[src/rtl/reaction_pkg.sv]
// Shared definitions for the reaction-time display path.
// Contents: result/BCD widths, converter FSM states, 7-segment blank code
// and the BCD-to-segment decode function (active-low, {g,f,e,d,c,b,a}).
package reaction_pkg;

  localparam int unsigned REACTION_W = 14;
  localparam int unsigned DIGITS     = 4;
  localparam int unsigned BCD_W      = 4 * DIGITS;
  localparam int unsigned ITER_W     = 4;
  localparam int unsigned SEG_W      = 7;

  localparam logic [SEG_W-1:0] SEG_BLANK = 7'h7F;

  typedef enum logic [1:0] {
    ST_IDLE   = 2'd0,
    ST_SHIFT  = 2'd1,
    ST_COMMIT = 2'd2
  } conv_state_e;

  // Active-low gfedcba pattern for one BCD nibble; non-BCD codes are blank.
  function automatic logic [SEG_W-1:0] seg_decode(input logic [3:0] nib);
    logic [SEG_W-1:0] s;
    case (nib)
      4'd0:    s = 7'b1000000;
      4'd1:    s = 7'b1111001;
      4'd2:    s = 7'b0100100;
      4'd3:    s = 7'b0110000;
      4'd4:    s = 7'b0011001;
      4'd5:    s = 7'b0010010;
      4'd6:    s = 7'b0000010;
      4'd7:    s = 7'b1111000;
      4'd8:    s = 7'b0000000;
      4'd9:    s = 7'b0010000;
      default: s = SEG_BLANK;
    endcase
    return s;
  endfunction

endpackage

[src/rtl/bin2bcd_seq.sv]
// Sequential double-dabble converter: 14-bit binary to 4 BCD digits, one
// shift per clock, with a one-deep pending request (latest load wins).
// Ports:
//   clk, areset (sync, active-low)
//   load/value  : request to convert value (saturated to MAX_VAL)
//   busy        : conversion in progress or pending
//   done        : one-cycle pulse when digits commit
//   ovf         : last committed value was saturated
//   digits      : committed BCD digits, digit 0 in bits [3:0]
module bin2bcd_seq
  import reaction_pkg::*;
#(
  parameter int unsigned MAX_VAL = 9999
) (
  input  logic                  clk,
  input  logic                  areset,
  input  logic                  load,
  input  logic [REACTION_W-1:0] value,
  output logic                  busy,
  output logic                  done,
  output logic                  ovf,
  output logic [BCD_W-1:0]      digits
);

  localparam logic [REACTION_W-1:0] MAX_V   = REACTION_W'(MAX_VAL);
  localparam logic [ITER_W-1:0]     LAST_IT = ITER_W'(REACTION_W - 1);

  conv_state_e           state_q, state_d;
  logic [REACTION_W-1:0] bin_q, bin_d;
  logic [BCD_W-1:0]      bcd_q, bcd_d;
  logic [ITER_W-1:0]     iter_q, iter_d;
  logic                  ovf_work_q, ovf_work_d;
  logic                  pend_vld_q, pend_vld_d;
  logic [REACTION_W-1:0] pend_val_q, pend_val_d;
  logic                  busy_q, busy_d;
  logic                  done_q, done_d;
  logic                  ovf_q, ovf_d;
  logic [BCD_W-1:0]      digits_q, digits_d;

  logic                  start;
  logic [REACTION_W-1:0] start_val;
  logic [BCD_W-1:0]      bcd_adj;

  // Add 3 to every nibble >= 5 so the following shift carries correctly.
  function automatic logic [BCD_W-1:0] dabble_adjust(input logic [BCD_W-1:0] b);
    logic [BCD_W-1:0] r;
    r = b;
    for (int i = 0; i < int'(DIGITS); i++) begin
      if (r[4*i +: 4] >= 4'd5) r[4*i +: 4] = r[4*i +: 4] + 4'd3;
    end
    return r;
  endfunction

  // Next-state and datapath.
  always_comb begin
    state_d    = state_q;
    bin_d      = bin_q;
    bcd_d      = bcd_q;
    iter_d     = iter_q;
    ovf_work_d = ovf_work_q;
    pend_vld_d = pend_vld_q;
    pend_val_d = pend_val_q;
    done_d     = 1'b0;
    ovf_d      = ovf_q;
    digits_d   = digits_q;
    start      = 1'b0;
    start_val  = value;
    bcd_adj    = dabble_adjust(bcd_q);

    case (state_q)
      ST_IDLE: begin
        if (load) start = 1'b1;
      end
      ST_SHIFT: begin
        if (load) begin
          pend_vld_d = 1'b1;
          pend_val_d = value;
        end
        bcd_d  = {bcd_adj[BCD_W-2:0], bin_q[REACTION_W-1]};
        bin_d  = {bin_q[REACTION_W-2:0], 1'b0};
        iter_d = iter_q + ITER_W'(1);
        if (iter_q == LAST_IT) state_d = ST_COMMIT;
      end
      ST_COMMIT: begin
        digits_d   = bcd_q;
        ovf_d      = ovf_work_q;
        done_d     = 1'b1;
        pend_vld_d = 1'b0;
        // A load on this very edge is newer than anything pending.
        if (load) begin
          start = 1'b1;
        end else if (pend_vld_q) begin
          start     = 1'b1;
          start_val = pend_val_q;
        end else begin
          state_d = ST_IDLE;
        end
      end
      default: state_d = ST_IDLE;
    endcase

    // Common setup for a new conversion.
    if (start) begin
      state_d    = ST_SHIFT;
      ovf_work_d = (start_val > MAX_V);
      bin_d      = (start_val > MAX_V) ? MAX_V : start_val;
      bcd_d      = '0;
      iter_d     = '0;
    end

    busy_d = (state_d != ST_IDLE);
  end

  // State registers.
  always_ff @(posedge clk) begin
    if (!areset) begin
      state_q    <= ST_IDLE;
      bin_q      <= '0;
      bcd_q      <= '0;
      iter_q     <= '0;
      ovf_work_q <= 1'b0;
      pend_vld_q <= 1'b0;
      pend_val_q <= '0;
      busy_q     <= 1'b0;
      done_q     <= 1'b0;
      ovf_q      <= 1'b0;
      digits_q   <= '0;
    end else begin
      state_q    <= state_d;
      bin_q      <= bin_d;
      bcd_q      <= bcd_d;
      iter_q     <= iter_d;
      ovf_work_q <= ovf_work_d;
      pend_vld_q <= pend_vld_d;
      pend_val_q <= pend_val_d;
      busy_q     <= busy_d;
      done_q     <= done_d;
      ovf_q      <= ovf_d;
      digits_q   <= digits_d;
    end
  end

  assign busy   = busy_q;
  assign done   = done_q;
  assign ovf    = ovf_q;
  assign digits = digits_q;

endmodule

[src/rtl/reaction_display.sv]
// Reaction-time display: converts a binary ms value to BCD on load and
// drives a multiplexed 4-digit active-low 7-segment display with
// leading-zero blanking.
// Ports:
//   clk, areset (sync, active-low)
//   load/value  : capture a new reaction time
//   busy/done/ovf : converter status
//   seg         : {g,f,e,d,c,b,a}, active-low
//   an          : digit enables, active-low, an[0] = least-significant digit
module reaction_display
  import reaction_pkg::*;
#(
  parameter int unsigned SCAN_DIV = 100000,
  parameter int unsigned MAX_VAL  = 9999
) (
  input  logic                  clk,
  input  logic                  areset,
  input  logic                  load,
  input  logic [REACTION_W-1:0] value,
  output logic                  busy,
  output logic                  done,
  output logic                  ovf,
  output logic [SEG_W-1:0]      seg,
  output logic [DIGITS-1:0]     an
);

  localparam int unsigned CNT_W = (SCAN_DIV > 1) ? $clog2(SCAN_DIV) : 1;
  localparam int unsigned IDX_W = $clog2(DIGITS);
  localparam logic [CNT_W-1:0] CNT_LAST = CNT_W'(SCAN_DIV - 1);
  localparam logic [IDX_W-1:0] IDX_LAST = IDX_W'(DIGITS - 1);

  logic [BCD_W-1:0]  digits;
  logic [CNT_W-1:0]  cnt_q, cnt_d;
  logic [IDX_W-1:0]  idx_q, idx_d;
  logic [SEG_W-1:0]  seg_q, seg_d;
  logic [DIGITS-1:0] an_q, an_d;
  logic [DIGITS-1:0] lz;
  logic              upper_zero;
  logic [3:0]        nib;

  bin2bcd_seq #(
    .MAX_VAL (MAX_VAL)
  ) u_conv (
    .clk    (clk),
    .areset (areset),
    .load   (load),
    .value  (value),
    .busy   (busy),
    .done   (done),
    .ovf    (ovf),
    .digits (digits)
  );

  // lz[k]: digits k..DIGITS-1 are all zero.
  always_comb begin
    lz         = '0;
    upper_zero = 1'b1;
    for (int k = int'(DIGITS) - 1; k >= 0; k--) begin
      upper_zero = upper_zero && (digits[4*k +: 4] == 4'd0);
      lz[k]      = upper_zero;
    end
  end

  // Scan advance and registered segment/anode selection for the current slot.
  always_comb begin
    cnt_d = cnt_q + CNT_W'(1);
    idx_d = idx_q;
    if (cnt_q == CNT_LAST) begin
      cnt_d = '0;
      idx_d = (idx_q == IDX_LAST) ? '0 : idx_q + IDX_W'(1);
    end

    nib  = digits[{idx_q, 2'b00} +: 4];
    an_d = ~(DIGITS'(1) << idx_q);
    if ((idx_q != '0) && lz[idx_q]) seg_d = SEG_BLANK;
    else                            seg_d = seg_decode(nib);
  end

  always_ff @(posedge clk) begin
    if (!areset) begin
      cnt_q <= '0;
      idx_q <= '0;
      seg_q <= SEG_BLANK;
      an_q  <= '1;
    end else begin
      cnt_q <= cnt_d;
      idx_q <= idx_d;
      seg_q <= seg_d;
      an_q  <= an_d;
    end
  end

  assign seg = seg_q;
  assign an  = an_q;

endmodule

[config.mk]
export PLATFORM = sky130hd
export DESIGN_NAME = reaction_display
export DESIGN_NICKNAME = d
export VERILOG_FILES = /design/src/rtl/reaction_pkg.sv /design/src/rtl/bin2bcd_seq.sv /design/src/rtl/reaction_display.sv
export SDC_FILE = /design/constraint.sdc
export NUM_CORES = 1
export LEC_CHECK = 0
export ABC_AREA = 1
export CORE_MARGIN = 2
export CORE_UTILIZATION = 44
export CTS_CLUSTER_DIAMETER = 30
export CTS_CLUSTER_SIZE = 16
export DETAILED_ROUTE_END_ITERATION = 8
export GPL_TIMING_DRIVEN = 0
export PLACE_DENSITY = 0.7
export SLEW_MARGIN = 10
export SYNTH_ARGS = -nofsm -noshare
export SYNTH_HDL_FRONTEND = slang
export SYNTH_HIERARCHICAL = 1
export SYNTH_SLANG_ARGS = --single-unit
[constraint.sdc]
create_clock -name clk -period 4.35 [get_ports clk]
set_input_delay 0.6525 -clock clk [delete_from_list [all_inputs] [get_ports clk]]
set_output_delay 0.6525 -clock clk [all_outputs]
set_load 0.05 [all_outputs]
# == Yosys cells after proc, flatten, opt, wreduce, memory -nomap -nowiden ==
# Memories as Yosys holds them, arrays and structs flattened. A register that Yosys moved wholly into a read port is not among the register bits.
# Index checks and enable logic that the tools add are counted.
# totals
out_inout_bits,14
inputBits,17
mem_bits_ro,112
register_bits,94
elab_cells,81
memories,1
# op_classes
magnitude_cmp,6
bitwise,2
muxes,25
reduce_logical,18
add_sub_neg,7
n_shift,2
eq_ne,6
# memory_table
memory,depth,width,read_ports,rd_ports_with_merged_regs,write_ports,line,rtl
(no name shown),16,7,1,1,0,reaction_pkg.sv:23,case (nib)
# op_table
op,n
14-bit two-way mux,6
17-bit by 1-bit adder with 17-bit output (second input constant),1
17-bit equality test (second input constant),1
4-bit by 3-bit >= comparator with 1-bit output (second input constant),4
4-bit zero test,4
16-bit by 5-bit indexed part select with 4-bit output,1
14-bit > comparator (second input constant),1
4-bit by 2-bit adder with 4-bit output (second input constant),3
4-bit two-way mux,3
2-bit two-way mux,5
2-bit nonzero test,4
1-bit two-way mux,6
2-bit one-hot mux with 3 select lines,1
2-bit OR reduction,3
4-bit by 1-bit adder with 4-bit output (second input constant),1
2-bit equality test (second input constant),2
4-bit equality test (second input constant),1
1-bit logical AND,4
4-bit NOT,1
1-bit one-hot mux with 2 select lines,2
2-bit AND reduction,2
1-bit by 2-bit left shift with 4-bit output (first input constant),1
3-bit by 2-bit adder with 3-bit output (second input constant),1
2-bit by 3-bit less-than comparator with 1-bit output (second input constant),1
other kinds (7),7

# == Depth between registers and ports, before layout ==
# depth
word_depth,8
mapped_depth,15
depth_no_buf,14

# == By module ==
# The synthesis kept the hierarchy.
# by_module_without_submodules
mod,area_per_inst_um2,seq_area_each_um2,cells_each,n_inst
bin2bcd_seq,3215.6,1421.4,434,1
reaction_display,1757.9,600.6,252,1

# == Least setup slack after synthesis ==
# Ideal clock, no wire load.
# synth_timing
path_type,input -> register
startpoint,in load
endpoint,reg u_conv.bin_q[12]
setup_time_ns,0.122
n_path_buf,1
stages,13
t_required_ns,4.228
t_arrival_ns,1.679
setup_slack_ns,2.549
cell_sequence,nor2_4 > nand2_2 > buf_6 > nand2_1 > o21ai_1 > nor2_1 > nand2_1 > nand2_2 > nand2_4 > nand2_2 > clkinv_2 > nand2_1 > a21oi_2
# synth_between
elab_chain_len,5
elab_cells_between_ends,9
classes_between,1 x order compare; 7 x mux; 1 x reduce/logical
# synth_lines
element,line,rtl
"start, declared",reaction_display.sv:18,"input logic load,"
14-bit two-way mux,bin2bcd_seq.sv:90,if (load) begin
14-bit two-way mux,bin2bcd_seq.sv:70,case (state_q)
14-bit > comparator,bin2bcd_seq.sv:106,bin_d = (start_val > MAX_V) ? MAX_V : start_val;
14-bit two-way mux,bin2bcd_seq.sv:106,
14-bit two-way mux,bin2bcd_seq.sv:103,if (start) begin
"end signal, assigned",bin2bcd_seq.sv:130,bin_q <= bin_d;
"end, declared",bin2bcd_seq.sv:29,"logic [REACTION_W-1:0] bin_q, bin_d;"
# Parallel ways exist; a longest one is shown, timed or not.
# A chain may end at the register's enable or synchronous reset.

# == Final worst setup path ==
# layout_timing
startpoint,in load
endpoint,reg u_conv.bcd_q[4]
# layout_between
elab_chain_len,3
elab_cells_between_ends,4
classes_between,3 x mux; 1 x reduce/logical
# layout_lines
element,line,rtl
"1-bit two-way mux, on equally long branches","bin2bcd_seq.sv:90, bin2bcd_seq.sv:72",
1-bit one-hot mux with 2 select lines *,bin2bcd_seq.sv:70,
2-bit OR reduction (no source line) *,n/a,
"end signal, assigned",bin2bcd_seq.sv:119,bcd_q <= '0;
"end signal, assigned",bin2bcd_seq.sv:131,bcd_q <= bcd_d;
"end, declared",bin2bcd_seq.sv:30,"logic [BCD_W-1:0] bcd_q, bcd_d;"
# Every way passes the cells marked *; elsewhere a longest branch is shown, timed or not.

==> impl_metrics.ini <==
[run_status]
status = completed

[clock_tree]
cts_tree = done
clock-sinks = 101
clk_latency_ns = 0.35
cts_max_level = 3
postCtsHoldBufs = 0
clockBufferDepth = 2
cts_resized = 0
clk_pin_slew_worst_paths_ns = 0.06
post-cts-setup-buffer-count = 0
cts_buffers = 9
cts_root_buf = clkbuf_16

[detailed_routing]
vias = 4518
vias_per_cell = 5.19
wire_per_inst_microns = 13.2
drt-total-wl_microns = 11400
drt_pre_antenna_iters = 5
drcViolationCount = 0
dr.first_iter.drc_count = 339
antenna_left = 0

[synthesis]
syn_area_sq_um = 4970
synth_ff_type = dfxtp_1
syn_area_per_cell_sq_um = 7.25
netlist_top_cells_area = dfxtp_1 41%, nand2_1 10%, a21oi_1 5.9%
ys_seq_area_share_pct = 40.7
synthArstFlopShare_pct = 0
synth_commonest_cells = 136 x nand2_1, 101 x dfxtp_1, 68 x inv_1
synth_compound_area_share_pct = 15.8
yosysWarnings = 6
synth_xor_area_share_pct = 1.94
synth_top_family_by_area = simple AND/OR/NAND/NOR gates
synth.top_cell.area_share_pct = 40.7
synth_edf_count = 0
synth_fp_nets = 723
synthAdderAreaFrac_pct = 5.03
synth-simple-area-share_pct = 28.0
synth_mux_area_share_pct = 0.201
synth_top_area_cell = dfxtp_1
synth.distinct_cells = 38
syn_inst = 686
synth_seq_cells = 101
yosysMostFrequentCell = nand2_1

[floorplanning]
die_area_sq_um = 12200
std_cell_rows = 38
start_util_pct = 45.5
die_y_microns = 110
io_pins = 31
die_x_microns = 110
core-area_sq_um = 10900

[pwr]
swShare_pct = 24.1
leakagePower_nw = 2.29
p_comb_share_pct = 9.9
p_switching_mw = 0.472
p_int_mw = 1.48
ir_drop_uv = 275
pwr-share-clk_pct = 40.1
powerDensity_nw_per_um2 = 341
pwr-share-seq_pct = 50.0

[cells_and_area]
area_growth_pct = 15.2
drive_above_1_share_pct = 9.45
n_fill_cell = 1081
n_antenna_cell = 0
design_area_sq_um = 5730
fin_util_pct = 52.4
nets = 764

[critical_path]
cp.arrival_ns = 2.68
end_kind = register
cp_slowest_stage_delay_ns = 0.48
crit_chain = clkdlybuf4s50_1, nand2_1, a21boi_2, inv_2, nor2_2, inv_1, buf_2, a21oi_1
slowest_stage = clkdlybuf4s50_1
worstPathRequired_ns = 4.63
startpoint_type = primary input
cp_num_buf_inv = 4
worstSetupPathType = in -> reg
cp_top_family = buffers and inverters
crit_fanout = 10

[timing]
clock_skew_ns = 0.00962
hold_viol_final = 0
finalSetupTns_ns = 0
min_period_over_period_pct = 55.3
tightest_slew_ns = 0.640
relSlewSlack_pct = 57.3
rsz0062_at_grt = no
setup-violations-final = 0
final.min_clock_period_ns = 2.40
fmax_mhz = 416
whs_ns = 0.454
slew_violations = 0

[global_route]
antenna_found_initial = 0
grt_util_all_layers_pct = 20.3
grt_max_degree = 15
grt.overflow.total = 0
grt_pass1_vias = 4214
grt_pass1_wl_microns = 19200

[place]
port_buffers = 30
routabilityCongestion = 0.904
placedInstanceArea_sq_um = 5450
dp_hpwl_microns = 8410

[hold_path]
hp-class = reg -> reg

[flow_run]
max_cap_viol_count = 0
## cells in the final DEF (no fill, tap or decap), types with 8 or more instances in the layout
master	instances
a21oi_1	59
a21oi_2	10
clkbuf_1	20
clkbuf_16	9
clkdlybuf4s50_1	30
dfxtp_1	101
ha_1	20
inv_1	68
nand2_1	136
nand2_2	11
nand3_1	54
nor2_1	65
nor3_1	9
o211ai_1	8
o21ai_0	59
xor2_1	11
## cells by family (layout without fill, tap and decap cells)
logic type | Yosys count | in the layout
xor gates and xnor gates | 11 | 11
and+or+nand+nor | 307 | 307
DFF | 101 | 101
muxes | 1 | 1
buffers and inverters | 103 | 147
adders and majority gates | 20 | 20
AOI/OAI and AO/OA | 143 | 143
## layout make-up
type	instances	area (sq um)	area share [%]
multi-input cells	482	2530	44.2
clock inverters	2	35.0	0.611
flip-flops and latches	101	2020	35.3
well taps	140	175	3.06
plain buffers	26	125	2.18
clock buffers	12	246	4.30
repair buffers	30	300	5.24
inverters	77	292	5.09
## per-stage QoR
step           worst slack [ns]  power, mW  cells
2_1_floorplan              2.55       1.12    686
3_3_place_gp               1.65       1.18    856
3_5_place_dp               1.60       1.19    856
4_1_cts                    1.96       1.97    870
5_1_grt                    1.81       2.04    870
6_report                   1.95       1.95    870
## routing by layer
metal	up-vias	global-route usage, %	share of wire [%]
li1	2300	-	-
met1	2101	24.9	46
met2	99	35.2	48
met3	18	4.41	3.9
met4	0	6.96	1.5
met5	-	0	0
## flip-flops by register name, summed over array words and instances, names as in the netlist, 2 cells and up
register,count
an,4
u_conv/digits,16
u_conv/state_q,2
u_conv/bin_q,14
cnt_q,17
u_conv/bcd_q,16
idx_q,2
u_conv/iter_q,4
u_conv/pend_val_q,14
seg,7
## tightest hold or removal path: cells and delay by family, from the launching register on
kind	cells	cell delay, ns
flip-flops	1	0.30
buffers and inverters	1	0.06
AO/OA/AOI/OAI	1	0.06
## final timing paths
path | from | slack (ns) | cells after the start | end
worst max-delay path | load | 1.95 | 8 | u_conv/bcd_q[4]
worst min-delay path | u_conv/pend_val_q[0] | 0.45 | 2 | u_conv/pend_val_q[0]
worst max register to register | u_conv/state_q[1] | 2.21 | 9 | u_conv/bcd_q[4]
worst min register to register | u_conv/pend_val_q[0] | 0.45 | 2 | u_conv/pend_val_q[0]
## power groups by stage
stage,sequential [mW],clock (mW),combinational [mW]
floorplan,1.01,0,0.115
global placement,0.996,0,0.187
detailed placement,0.997,0,0.192
CTS,0.976,0.805,0.192
global route,0.980,0.843,0.214
finish,0.977,0.785,0.193
(Power assumes the default switching activity.)
